File: src/rtl/weight_sched_pkg.sv
// Shared types and constants for the weight_cut batch sequencer.
// Optional watchdog feature is selected with the WEIGHT_SCHED_WATCHDOG_EN macro.
package weight_sched_pkg;

   typedef enum logic [2:0] {
      IDLE,
      WAIT_STR,
      ISSUE,
      WAIT_W,
      COMPUTE,
      NEXT
   } sched_state_t;

   // Integer ceiling division, used to size the per-string batch limit.
   function automatic int ceil_div(input int a, input int b);
      return (a + b - 1) / b;
   endfunction

   // COMPUTE phase timeout: four string lengths worth of cycles.
   function automatic int wd_limit(input int str_len);
      return 4 * str_len;
   endfunction

   localparam int DEF_DWIDTH     = 8;
   localparam int DEF_NUM        = 4;
   localparam int DEF_GROUPS     = 4;
   localparam int DEF_WEIGHT_NUM = 23331;
   localparam int DEF_STRLEN     = 150;
   localparam int DEF_CNT_W      = 16;

   localparam int MAX_BATCH = ceil_div(DEF_WEIGHT_NUM, DEF_NUM * DEF_GROUPS);
   localparam int WD_LIMIT  = wd_limit(DEF_STRLEN);

endpackage

File: src/rtl/weight_sched_ctrl_if.sv
// Bundle of all control/status signals between the sequencer and its
// surroundings (string buffer, matching lanes, weight_cut).
// Handshake: weight_cut answers a one-cycle request pulse on
// signal_from_controller[num] with weight_enable (bus valid) or string_finish;
// lanes report pe_ready as a level and pe_done as a one-cycle pulse; the
// controller answers with one-cycle lane_load and string_ack strobes.
interface weight_sched_ctrl_if #(
   parameter int num   = 4,
   parameter int CNT_W = 16
);
   logic             enable;
   logic             string_ready;
   logic [num-1:0]   pe_ready;
   logic [num-1:0]   pe_done;
   logic             weight_enable;
   logic             string_finish;
   logic [num:0]     signal_from_controller;
   logic [num-1:0]   lane_load;
   logic             string_ack;
   logic [CNT_W-1:0] batch_cnt;
   logic [CNT_W-1:0] string_cnt;
   logic             busy;
   logic             err;

   modport master (
      input  enable, string_ready, pe_ready, pe_done, weight_enable, string_finish,
      output signal_from_controller, lane_load, string_ack, batch_cnt, string_cnt,
             busy, err
   );

   modport slave (
      output enable, string_ready, pe_ready, pe_done, weight_enable, string_finish,
      input  signal_from_controller, lane_load, string_ack, batch_cnt, string_cnt,
             busy, err
   );
endinterface

File: src/rtl/lane_done_tracker.sv
// Sticky record of which granted lanes have reported pe_done for the
// current batch. Pulses on ungranted lanes never enter the mask.
module lane_done_tracker #(
   parameter int num = 4
) (
   input  logic           clk,
   input  logic           reset,
   input  logic           clear,
   input  logic [num-1:0] grant,
   input  logic [num-1:0] pe_done,
   output logic           all_done,
   output logic [num-1:0] done_mask
);
   logic [num-1:0] mask;

   // Include this cycle's pulses so the batch can close without an extra cycle.
   assign done_mask = mask | (pe_done & grant);
   assign all_done  = ((done_mask & grant) == grant);

   // Accumulate granted completions until the controller clears the mask.
   always_ff @(posedge clk or posedge reset) begin
      if (reset) begin
         mask <= '0;
      end else if (clear) begin
         mask <= '0;
      end else begin
         mask <= done_mask;
      end
   end
endmodule

File: src/rtl/weight_sched_ctrl.sv
// Batch sequencer for weight_cut: waits for a string, requests one batch of
// num*groups weights at a time, strobes the granted lanes to latch it and
// waits for every granted lane to finish before the next request.
// Define WEIGHT_SCHED_WATCHDOG_EN to add a COMPUTE timeout that drops
// unresponsive lanes for the rest of the string.
module weight_sched_ctrl
   import weight_sched_pkg::*;
#(
   parameter int DWIDTH     = DEF_DWIDTH,
   parameter int num        = DEF_NUM,
   parameter int groups     = DEF_GROUPS,
   parameter int weight_num = DEF_WEIGHT_NUM,
   parameter int strlen     = DEF_STRLEN,
   parameter int CNT_W      = DEF_CNT_W
) (
   input  logic                clk,
   input  logic                reset,
   weight_sched_ctrl_if.master bus,
   output sched_state_t        fsm_state
);
   localparam int               MAX_B    = ceil_div(weight_num, num * groups);
   localparam logic [CNT_W-1:0] MAX_B_C  = CNT_W'(MAX_B);
   localparam logic [CNT_W-1:0] CNT_SAT  = '1;

   sched_state_t   state;
   logic [num-1:0] grant;
   logic [num-1:0] drop;
   logic [num-1:0] avail;
   logic [num-1:0] done_mask;
   logic           all_done;
   logic           done_clear;
   logic           wd_expire;

   assign fsm_state  = state;
   assign avail      = bus.pe_ready & ~drop;
   assign done_clear = (state != COMPUTE) || all_done || wd_expire;

   lane_done_tracker #(.num(num)) u_done (
      .clk       (clk),
      .reset     (reset),
      .clear     (done_clear),
      .grant     (grant),
      .pe_done   (bus.pe_done),
      .all_done  (all_done),
      .done_mask (done_mask)
   );

`ifdef WEIGHT_SCHED_WATCHDOG_EN
   localparam int WD_LIM = wd_limit(strlen);
   localparam int WD_W   = $clog2(WD_LIM + 1);

   logic [WD_W-1:0] wd_cnt;

   // Count cycles spent in COMPUTE, restarting from zero on every entry.
   always_ff @(posedge clk or posedge reset) begin
      if (reset) begin
         wd_cnt <= '0;
      end else if (state == COMPUTE) begin
         wd_cnt <= wd_cnt + 1'b1;
      end else begin
         wd_cnt <= '0;
      end
   end

   assign wd_expire = (state == COMPUTE) && !all_done && (wd_cnt == WD_W'(WD_LIM - 1));
`else
   assign wd_expire = 1'b0;
   assign drop      = '0;
`endif

   // Main sequencer: state, grant, counters and all registered outputs.
   always_ff @(posedge clk or posedge reset) begin
      if (reset) begin
         state                      <= IDLE;
         grant                      <= '0;
         bus.signal_from_controller <= '0;
         bus.lane_load              <= '0;
         bus.string_ack             <= 1'b0;
         bus.batch_cnt              <= '0;
         bus.string_cnt             <= '0;
         bus.busy                   <= 1'b0;
         bus.err                    <= 1'b0;
`ifdef WEIGHT_SCHED_WATCHDOG_EN
         drop                       <= '0;
`endif
      end else begin
         // Strobes default low so every pulse lasts exactly one cycle.
         bus.signal_from_controller <= '0;
         bus.lane_load              <= '0;
         bus.string_ack             <= 1'b0;
         case (state)
            IDLE: begin
               if (bus.enable) begin
                  state    <= WAIT_STR;
                  bus.busy <= 1'b1;
               end
            end
            WAIT_STR: begin
               if (bus.string_ready) begin
                  state <= ISSUE;
               end else if (!bus.enable) begin
                  state    <= IDLE;
                  bus.busy <= 1'b0;
               end
            end
            ISSUE: begin
               if (!bus.enable) begin
                  state    <= IDLE;
                  bus.busy <= 1'b0;
               end else if (bus.batch_cnt >= MAX_B_C) begin
                  // weight_cut never reported the end of the string: close it here.
                  bus.err <= 1'b1;
                  state   <= NEXT;
               end else if (|avail) begin
                  grant                      <= avail;
                  bus.signal_from_controller <= {1'b1, ~avail};
                  state                      <= WAIT_W;
               end
            end
            WAIT_W: begin
               if (bus.string_finish) begin
                  state <= NEXT;
               end else if (bus.weight_enable) begin
                  bus.lane_load <= grant;
                  if (bus.batch_cnt != CNT_SAT) begin
                     bus.batch_cnt <= bus.batch_cnt + 1'b1;
                  end
                  state <= COMPUTE;
               end
            end
            COMPUTE: begin
               if (all_done) begin
                  state <= ISSUE;
               end
`ifdef WEIGHT_SCHED_WATCHDOG_EN
               else if (wd_expire) begin
                  bus.err <= 1'b1;
                  drop    <= drop | (grant & ~done_mask);
                  state   <= ISSUE;
               end
`endif
            end
            NEXT: begin
               bus.string_ack <= 1'b1;
               bus.string_cnt <= bus.string_cnt + 1'b1;
               bus.batch_cnt  <= '0;
`ifdef WEIGHT_SCHED_WATCHDOG_EN
               drop           <= '0;
`endif
               state          <= WAIT_STR;
            end
            default: begin
               state    <= IDLE;
               bus.busy <= 1'b0;
            end
         endcase
      end
   end
endmodule

File: src/flat_wrapper.sv
// flat-port wrapper written by rule: the top's interface ports become plain ports
module weight_sched_ctrl_flat import weight_sched_pkg::*;
#(
   parameter int DWIDTH     = DEF_DWIDTH,
   parameter int num        = DEF_NUM,
   parameter int groups     = DEF_GROUPS,
   parameter int weight_num = DEF_WEIGHT_NUM,
   parameter int strlen     = DEF_STRLEN,
   parameter int CNT_W      = DEF_CNT_W
)
  (clk, reset, fsm_state, bus_enable, bus_string_ready, bus_pe_ready, bus_pe_done, bus_weight_enable, bus_string_finish, bus_signal_from_controller, bus_lane_load, bus_string_ack, bus_batch_cnt, bus_string_cnt, bus_busy, bus_err);
  weight_sched_ctrl_if #(.num(num), .CNT_W(CNT_W)) bus_i ();
  input  logic clk;
  input  logic reset;
  output sched_state_t fsm_state;
  input wire logic [$bits(bus_i.enable)-1:0] bus_enable;
  input wire logic [$bits(bus_i.string_ready)-1:0] bus_string_ready;
  input wire logic [$bits(bus_i.pe_ready)-1:0] bus_pe_ready;
  input wire logic [$bits(bus_i.pe_done)-1:0] bus_pe_done;
  input wire logic [$bits(bus_i.weight_enable)-1:0] bus_weight_enable;
  input wire logic [$bits(bus_i.string_finish)-1:0] bus_string_finish;
  output wire logic [$bits(bus_i.signal_from_controller)-1:0] bus_signal_from_controller;
  output wire logic [$bits(bus_i.lane_load)-1:0] bus_lane_load;
  output wire logic [$bits(bus_i.string_ack)-1:0] bus_string_ack;
  output wire logic [$bits(bus_i.batch_cnt)-1:0] bus_batch_cnt;
  output wire logic [$bits(bus_i.string_cnt)-1:0] bus_string_cnt;
  output wire logic [$bits(bus_i.busy)-1:0] bus_busy;
  output wire logic [$bits(bus_i.err)-1:0] bus_err;
  assign bus_i.enable = bus_enable;
  assign bus_i.string_ready = bus_string_ready;
  assign bus_i.pe_ready = bus_pe_ready;
  assign bus_i.pe_done = bus_pe_done;
  assign bus_i.weight_enable = bus_weight_enable;
  assign bus_i.string_finish = bus_string_finish;
  assign bus_signal_from_controller = bus_i.signal_from_controller;
  assign bus_lane_load = bus_i.lane_load;
  assign bus_string_ack = bus_i.string_ack;
  assign bus_batch_cnt = bus_i.batch_cnt;
  assign bus_string_cnt = bus_i.string_cnt;
  assign bus_busy = bus_i.busy;
  assign bus_err = bus_i.err;
  weight_sched_ctrl #(.DWIDTH(DWIDTH), .num(num), .groups(groups), .weight_num(weight_num), .strlen(strlen), .CNT_W(CNT_W)) u_core (.clk(clk), .reset(reset), .bus(bus_i), .fsm_state(fsm_state));
endmodule
File: config.mk
export PLATFORM = sky130hd
export DESIGN_NAME = weight_sched_ctrl_flat
export DESIGN_NICKNAME = d
export VERILOG_FILES = /design/src/rtl/weight_sched_pkg.sv /design/src/rtl/weight_sched_ctrl_if.sv /design/src/rtl/lane_done_tracker.sv /design/src/rtl/weight_sched_ctrl.sv /design/src/flat_wrapper.sv
export SDC_FILE = /design/constraint.sdc
export NUM_CORES = 1
export LEC_CHECK = 0
export ABC_AREA = 1
export CORE_MARGIN = 2
export CORE_UTILIZATION = 55
export DETAILED_ROUTE_END_ITERATION = 8
export PLACE_DENSITY = 0.85
export SYNTH_ARGS = -nofsm -noshare
export SYNTH_HDL_FRONTEND = slang
export SYNTH_SLANG_ARGS = --single-unit
File: constraint.sdc
create_clock -name clk -period 2.7 [get_ports clk]
set_input_delay 0.675 -clock clk [delete_from_list [all_inputs] [get_ports clk]]
set_output_delay 0.675 -clock clk [all_outputs]
set_load 0.01 [all_outputs]
Word level (Yosys, flattened, before mapping). Index checks and enable logic that the tools add are counted. Widths: inputs -> output; s select.

Word-level logic and storage cells: 73. Bits in registers: 55. Bits of input ports: 14. Output and inout bits: 47.

Mux-type cells: 27. Reduce and logical (&&, ||, !) cells: 10. Bitwise gates (word level): 6. Equality and inequality tests: 17. Add/sub/neg operators: 2. Order comparisons: 1.

Operators with widths (number): $mux 16 (3); $add 16x1->16 const B (2); $pmux 16 s2 (1); $mux 3 (9); $mux 5 (4); $pmux 3 s6 (1); $ge 16x11->1 const B (1); $mux 4 (4); $ne 16x16->1 const B (1); $ne 3x3->1 const B (3); $and 4x4->4 (2); $ne 2x2->1 const B (4); $reduce_and 4->1 (2); $eq 3x2->1 const B (2); $eq 3x3->1 const B (2); $reduce_and 3->1 (2); $reduce_and 5->1 (1); $eq 4x4->1 (1); $mux 1 (4); $ne 2x1->1 const B (2); $ne 4x2->1 const B (1); $not 4->4 (1); $or 4x4->4 (1); $pmux 1 s4 (1); other kinds (7) (8).

Depth between registers and ports, before layout. Gate-level depths: netlist of the first run.

Depth in word-level cells: 6. Depth in mapped cells: 11. Gate-level depth less buffers: 11.

Cells and area by module. From an unflattened synthesis of the first run, not the netlist that was laid out.

Cell total of the unflattened synthesis: 359. Area, all modules: 2966.6 um2.

Modules (own cells, without submodules): weight_sched_ctrl (seq. area each 1276.2 um2, area each 2750.1 um2, instances 1, cells each 329); lane_done_tracker (seq. area each 100.1 um2, area each 216.5 um2, instances 1, cells each 30).

Least setup slack after synthesis of the first run. No wires, ideal clock.

Path type: register to register. Start: register u_core.bus.batch_cnt[0]. End: register u_core.grant[0]. Cell stages (with the launch flop): 12. Period minus slack after synthesis: 1.589 ns. Setup slack: 1.111 ns. Path buffers: 0. Library setup time: 0.117 ns. Data arrival time: 1.472 ns. Path through: dfrtp_1 -> ha_1 -> nor2_1 -> nand2_1 -> nand2_1 -> nand2_1 -> nand2_1 -> nand2_1 -> nor2_1 -> nand2_1 -> nand2_1 -> nand2_1.

Longest elaborated chain between the ends: 3.

RTL lines: from (decl) (line weight_sched_ctrl_if.sv:27) `output signal_from_controller, lane_load, string_ack, batch_cnt, string_cnt,`; from (signal assigned) (line weight_sched_ctrl.sv:126) `bus.batch_cnt <= bus.batch_cnt + 1'b1;`; $ge 16x11->1 (line weight_sched_ctrl.sv:110) `end else if (bus.batch_cnt >= MAX_B_C) begin`; $not 1->1 (no line); $reduce_and 4->1 (no line); to (signal assigned) (line weight_sched_ctrl.sv:115) `grant <= avail;`; to (decl) (line weight_sched_ctrl.sv:26) `logic [num-1:0] grant;`.

No other way between the ends. A chain may end at the register's enable or synchronous reset.

Final worst setup path of the first run.
Start: register u_core.bus.batch_cnt[10]. End: output port bus_batch_cnt[10].

RTL lines: to (decl) (line flat_wrapper.sv:25) `output wire logic [$bits(bus_i.batch_cnt)-1:0] bus_batch_cnt;`.

No word-level cell between the ends.

==> metrics.txt, run 1 <==
delay-heaviest family, CP buffers and inverters; top cells by count, synth nand2_1, nor2_1, dfrtp_1; Main synth FF type dfrtp_1; Clock Skew around 9.8 ps; Remaining DRCs 0; final wirelength roughly 6.6 mm; clk sinks between 50 and 60; synth warn 0; die width 77.9 µm; CORE AREA 5170 µm²; Distinct cells, synth 28; leakage 0.00178 µW; CTS resizes 0; root buf cell clkbuf_8; grt ovf 0; Die H 77.9 µm; Peak VDD IR 0.000492 V; WP buf/inv 1; Antenna Nets Post-Route 0; vias in the first global route about 2500; Synthesized Nets slightly above 400; pin count of the biggest net entering global routing 30; first-pass GRT wire length about 11 mm; minimum clock period between 2000 and 2500 ps; Hold Crit Depth 2; Synth Register Bits between 50 and 60; f_max roughly 0.48 GHz; CP Depth 1; Crit Path Category reg2out; Post-synth ARST share 1.00; layout cells sized above 1 0.0806; post-CTS setup buffers 0; Nets approximately 470; Synth area leader dfrtp_1; num rows 26; Setup crit end kind primary output; worst-skew pair later-pin latency 310 ps; die area between 6000 and 7000 µm²; Synth Area per Inst approximately 7.7 µm²; path depth of the worst reg2reg path 11; WL/cell roughly 13 µm; CP arrival ~1400 ps; Sum Neg Setup Slack 0 ps; Startpoint Class flip-flop; hpwl dp around 5 mm; num ports 61; pwr/cell area 645 nW/µm²; worst reg2reg startpoint u_core.bus.batch_cnt[0]$_DFFE_PP0P_; Final setup viols 0; CTS Buffer Depth 2; Syn Std Cell Area roughly 3000 µm²; register-to-register setup slack 810 ps; worst hold endpoint u_core.bus.err$_DFFE_PP0P_; initial core utilization 0.580; IO buf count 60; crit path cell chain clkdlybuf4s50_1; vias after detailed routing around 2700; worst stage delay on the critical path 590 ps; initial antenna violation count 0; terminus of the critical flop-to-flop path u_core.grant[2]$_DFFE_PP0P_; Area contributors post-synth dfrtp_1, nand2_1, nor2_1; drt pass-1 iters 5; routed vias/inst just over 5; RSZ-0062 raised after global routing no; Max-Cap Viols 0; CP Data Required Time 2030 ps; Max-slew headroom 0.723; CTS Buf Count 5; status finished clean; htree depth 2; Slew @ Worst Pin 415 ps; CP max stage cell clkdlybuf4s50_1; Layout fillers 402; Cells after Synth between 300 and 400; Final Cycle Share 0.768; # diodes 0; CTS tree done; DR iter-0 viols 180; cell with the most instances after synthesis nand2_1; Worst-path clk slew 90 ps; Worst Hold Class reg2reg; sequential area share after synthesis 0.459; Min-Delay Startpoint u_core.bus.err$_DFFE_PP0P_; Slew Viols, Final 0; GPL Wtd Cong a little over 0.9; Synth top area share 0.459; Post-CTS Hold Buffers 0; critical-path maximum fanout 7; Post-synth EDFFs 0; hold slack slightly below 500 ps; global-route usage over all layers 0.235; Layout area overhead 25.6%; Final Hold Viols 0
worst max-delay path by stage:
stage,endpoint,slack (ps),from
after floorplan,u_core.bus.batch_cnt[0]$_DFFE_PP0P_,680,reset
after global placement,u_core.fsm_state[2]$_DFFE_PP0P_,620,bus_pe_ready[3]
after detailed placement,u_core.fsm_state[1]$_DFFE_PP0P_,520,bus_pe_ready[3]
after CTS,bus_batch_cnt[10],610,u_core.bus.batch_cnt[10]$_DFFE_PP0P_
after global routing,bus_batch_cnt[10],550,u_core.bus.batch_cnt[10]$_DFFE_PP0P_
final,bus_batch_cnt[10],630,u_core.bus.batch_cnt[10]$_DFFE_PP0P_
worst reg2reg max path: stages, from the launching register on:
cell	delay (ps)
dfrtp_1	440
ha_1	270
nor2_1	120
nand2_1	60
nand2_1	50
nand2_1	50
nand2_1	120
nand2_1	80
nor2_1	280
nand2_1	170
nand2_1	90
nand2_1	50
per-layer routing:
| layer | global-route usage | share of wire | wire length (µm) |
|---|---|---|---|
| met3 | 0.0407 | 0.048 | 320 |
| met4 | 0.0625 | 0.0092 | 61 |
| met5 | 0 | 0 | 0 |
| met1 | 0.321 | 0.46 | 3080 |
| met2 | 0.388 | 0.48 | 3180 |
kinds of logic after synthesis:
kind of cell	after synthesis	share of synthesized area
AO/OA/AOI/OAI	16	0.0283
XOR/XNOR	21	0.0613
adder cells (fa/ha/maj)	2	0.00834
buffers and inverters	49	0.0713
flip-flops	55	0.459
AND/OR/NAND/NOR	249	0.372
flip-flops by register name (all words and copies together) (netlist names), 3 cells and up:
| register | flops |
|---|---|
| u_core.fsm_state | 3 |
| u_core.grant | 4 |
| u_core.bus.batch_cnt | 16 |
| u_core.bus.lane_load | 4 |
| u_core.u_done.mask | 4 |
| u_core.bus.string_cnt | 16 |
| u_core.bus.signal_from_controller | 5 |
metrics by stage:
stage | power (µW) | setup slack, ps | util | instances | area (µm²)
detailed placement | 1970 | 523 | 0.710 | 521 | 3670
global route | 2620 | 554 | 0.729 | 529 | 3770
CTS | 2440 | 613 | 0.729 | 529 | 3770
global placement | 1940 | 620 | 0.710 | 521 | 3670
floorplan | 1630 | 682 | - | 392 | 3000
finish | 2430 | 626 | 0.729 | 529 | 3770
final cells by class:
type | instances | area [µm²] | area share
Multi-Input combinational cell | 288 | 1410 | 0.374
Sequential cell | 55 | 1380 | 0.365
Clock inverter | 1 | 8.76 | 0.00232
Inverter | 45 | 176 | 0.0468
Timing Repair Buffer | 63 | 623 | 0.165
Clock buffer | 7 | 86.3 | 0.0229
Tap cell | 70 | 87.6 | 0.0232
power breakdown:
part	switching, µW	internal [µW]
registers	163	950
logic	470	374
clock network	263	211
total	895	1530
cell usage in the layout, fill, tap and decap left out, drive strengths merged:
cell,n
inv,44
clkbuf,7
nor3b,2
dfrtp,55
ha,2
nor3,8
a21oi,5
nand2,128
nand3,32
clkdlybuf4s50,60
xnor2,5
nor2,64
clkinv,2
nand3b,5
and2,1
xor2,16
o21ai,9
buf,3
o211ai,1
nand4,9
o21a,1
No activity file was read; power rests on OpenSTA's default activity.
==> inputs of run 2 (changes only) <==
CORE_UTILIZATION = 47   (was 55)
PLACE_DENSITY = 0.77   (was 0.85)
clock period = 1.7 ns   (was 2.7 ns; I/O delays follow)
==> metrics.txt, run 2 (synthesis gave the netlist of run 1 again) <==
Final Cycle Share 0.975; initial core utilization 0.478 (was 0.580); CP max stage cell clkdlybuf4s50_1 (unchanged); Max-slew headroom 0.740 (was 0.723); Final Hold Viols 0 (unchanged); num rows 29 (was 26); WL/cell 12.2 µm (was 12.6 µm); CORE AREA 6280 µm² (was 5170 µm²); CTS Buffer Depth 2 (unchanged); initial antenna violation count 0 (unchanged); biggest regs u_core.bus.batch_cnt (16), u_core.bus.string_cnt (16), u_core.bus.signal_from_controller (5) (unchanged); hold slack 484 ps (was 496 ps); hpwl dp 5.09 mm (was 5.10 mm); CP Data Required Time 1270 ps (was 2030 ps); f_max between 0.6 and 0.7 GHz; register-to-register setup slack 80 ps (was 810 ps); dpl ws -58.1 ps (was 523 ps); worst stage delay on the critical path 530 ps (was 590 ps); Slew @ Worst Pin 389 ps (was 415 ps); IO buf count 60 (unchanged); num ports 61 (unchanged); final wirelength 7.15 mm (was 6.64 mm); Crit Path Category reg2out (unchanged); CP arrival 1230 ps (was 1400 ps); die width 83.9 µm (was 77.9 µm); final setup margin 42.1 ps (was 626 ps); Post-Route Utilization 0.673 (was 0.729); most common cell after layout, fill and taps aside nand2_1 (unchanged); first-pass GRT wire length 11.9 mm (was 11.5 mm); leakage 0.00212 µW (was 0.00178 µW); DR iter-0 viols 151 (was 180); Max-Cap Viols 0 (unchanged); Layout area overhead 40.7% (was 25.6%); minimum clock period 1660 ps; worst-skew pair later-pin latency 310 ps (about the same); Remaining DRCs 0 (unchanged); Setup crit end kind primary output (unchanged); CTS tree done (unchanged); pin count of the biggest net entering global routing 56 (was 30); # diodes 0 (unchanged); Antenna Nets Post-Route 0 (unchanged); GPL Wtd Cong 0.915 (was 0.909); drt pass-1 iters 4 (was 5); clk sinks 55 (unchanged); Peak VDD IR 0.000667 V (was 0.000492 V); WP buf/inv 1 (unchanged); most frequent cells in the layout nand2_1, nor2_1, buf_4 (was nand2_1, clkdlybuf4s50_1, nor2_1); global-route usage over all layers 0.207 (was 0.235); Worst Hold Class reg2reg (unchanged); Startpoint Class flip-flop (unchanged); pwr/cell area 976 nW/µm² (was 645 nW/µm²); Die H 83.9 µm (was 77.9 µm); grt ovf 0 (unchanged); layout cells sized above 1 0.210 (was 0.0806); routed vias/inst 4.95 (was 5.06); status finished clean (unchanged); delay-heaviest family, CP buffers and inverters (unchanged); vias in the first global route 2680 (was 2496); Clock Skew 5.10 ps (was 9.85 ps); die area 7040 µm² (was 6060 µm²); vias after detailed routing 2899 (was 2678); CTS Buf Count 5 (unchanged); root buf cell clkbuf_8 (unchanged); crit path cell chain clkdlybuf4s50_1 (unchanged); Slew Viols, Final 0 (unchanged); Nets 524 (was 474); critical-path maximum fanout 2 (was 7); Layout fillers 496 (was 402); htree depth 2 (unchanged); Final setup viols 0 (unchanged); Worst-path clk slew 100 ps (was 90 ps)
==> run 2: per-layer routing <==
layer / part of all wire / GRT usage / vias up
met5: 0 / 0 / -
met4: 0.012 / 0.0557 / 0
met3: 0.041 / 0.0326 / 9
met2: 0.50 / 0.359 / 75
met1: 0.45 / 0.270 / 1354
li1: - / - / 1461
==> run 2: power breakdown <==
group          leakage (µW)  internal (µW)  total, µW  switching (µW)
Clock             0.0000484            335        761             426
Combinational       0.00135            779       1700             918
Sequential         0.000724           1510       1660             152
Total               0.00212           2630       4120            1500
==> run 2: worst paths after layout <==
kind | endpoint | cells after the start | startpoint
setup / recovery | bus_batch_cnt[10] | 1 | u_core.bus.batch_cnt[10]$_DFFE_PP0P_
hold / removal | u_core.bus.err$_DFFE_PP0P_ | 2 | u_core.bus.err$_DFFE_PP0P_
setup reg to reg | u_core.grant[3]$_DFFE_PP0P_ | 9 | u_core.bus.batch_cnt[10]$_DFFE_PP0P_
hold reg to reg | u_core.bus.err$_DFFE_PP0P_ | 2 | u_core.bus.err$_DFFE_PP0P_
max in group asynchronous | u_core.bus.batch_cnt[3]$_DFFE_PP0P_ | 3 | reset
min in group asynchronous | u_core.bus.string_cnt[12]$_DFFE_PP0P_ | 3 | reset
==> run 2: cell type report <==
cell class | count | area (µm²) | area share
clock buffer | 7 | 86.3 | 0.0204
clock inverter | 1 | 8.76 | 0.00207
inverter | 45 | 188 | 0.0444
multi-input combinational | 288 | 1440 | 0.341
sequential | 55 | 1390 | 0.329
tap | 77 | 96.3 | 0.0228
timing repair buffer | 113 | 1010 | 0.240
==> run 2: what timing repair did <==
item	in CTS	in global routing
hold buffers	0	0
setup buffers	27	4
resized for setup	17	16
pin swaps	0	2
setup endpoints to repair	32	15
==> run 2: through the flow <==
stage	total power [µW]	cells	setup TNS (ps)	instance area, µm²
after floorplan	2590	392	0	3010
after global placement	3190	547	-311	3840
after detailed placement	3230	547	-573	3840
after CTS	4100	582	0	4150
after global routing	4420	586	-34.2	4220
final	4120	586	0	4220
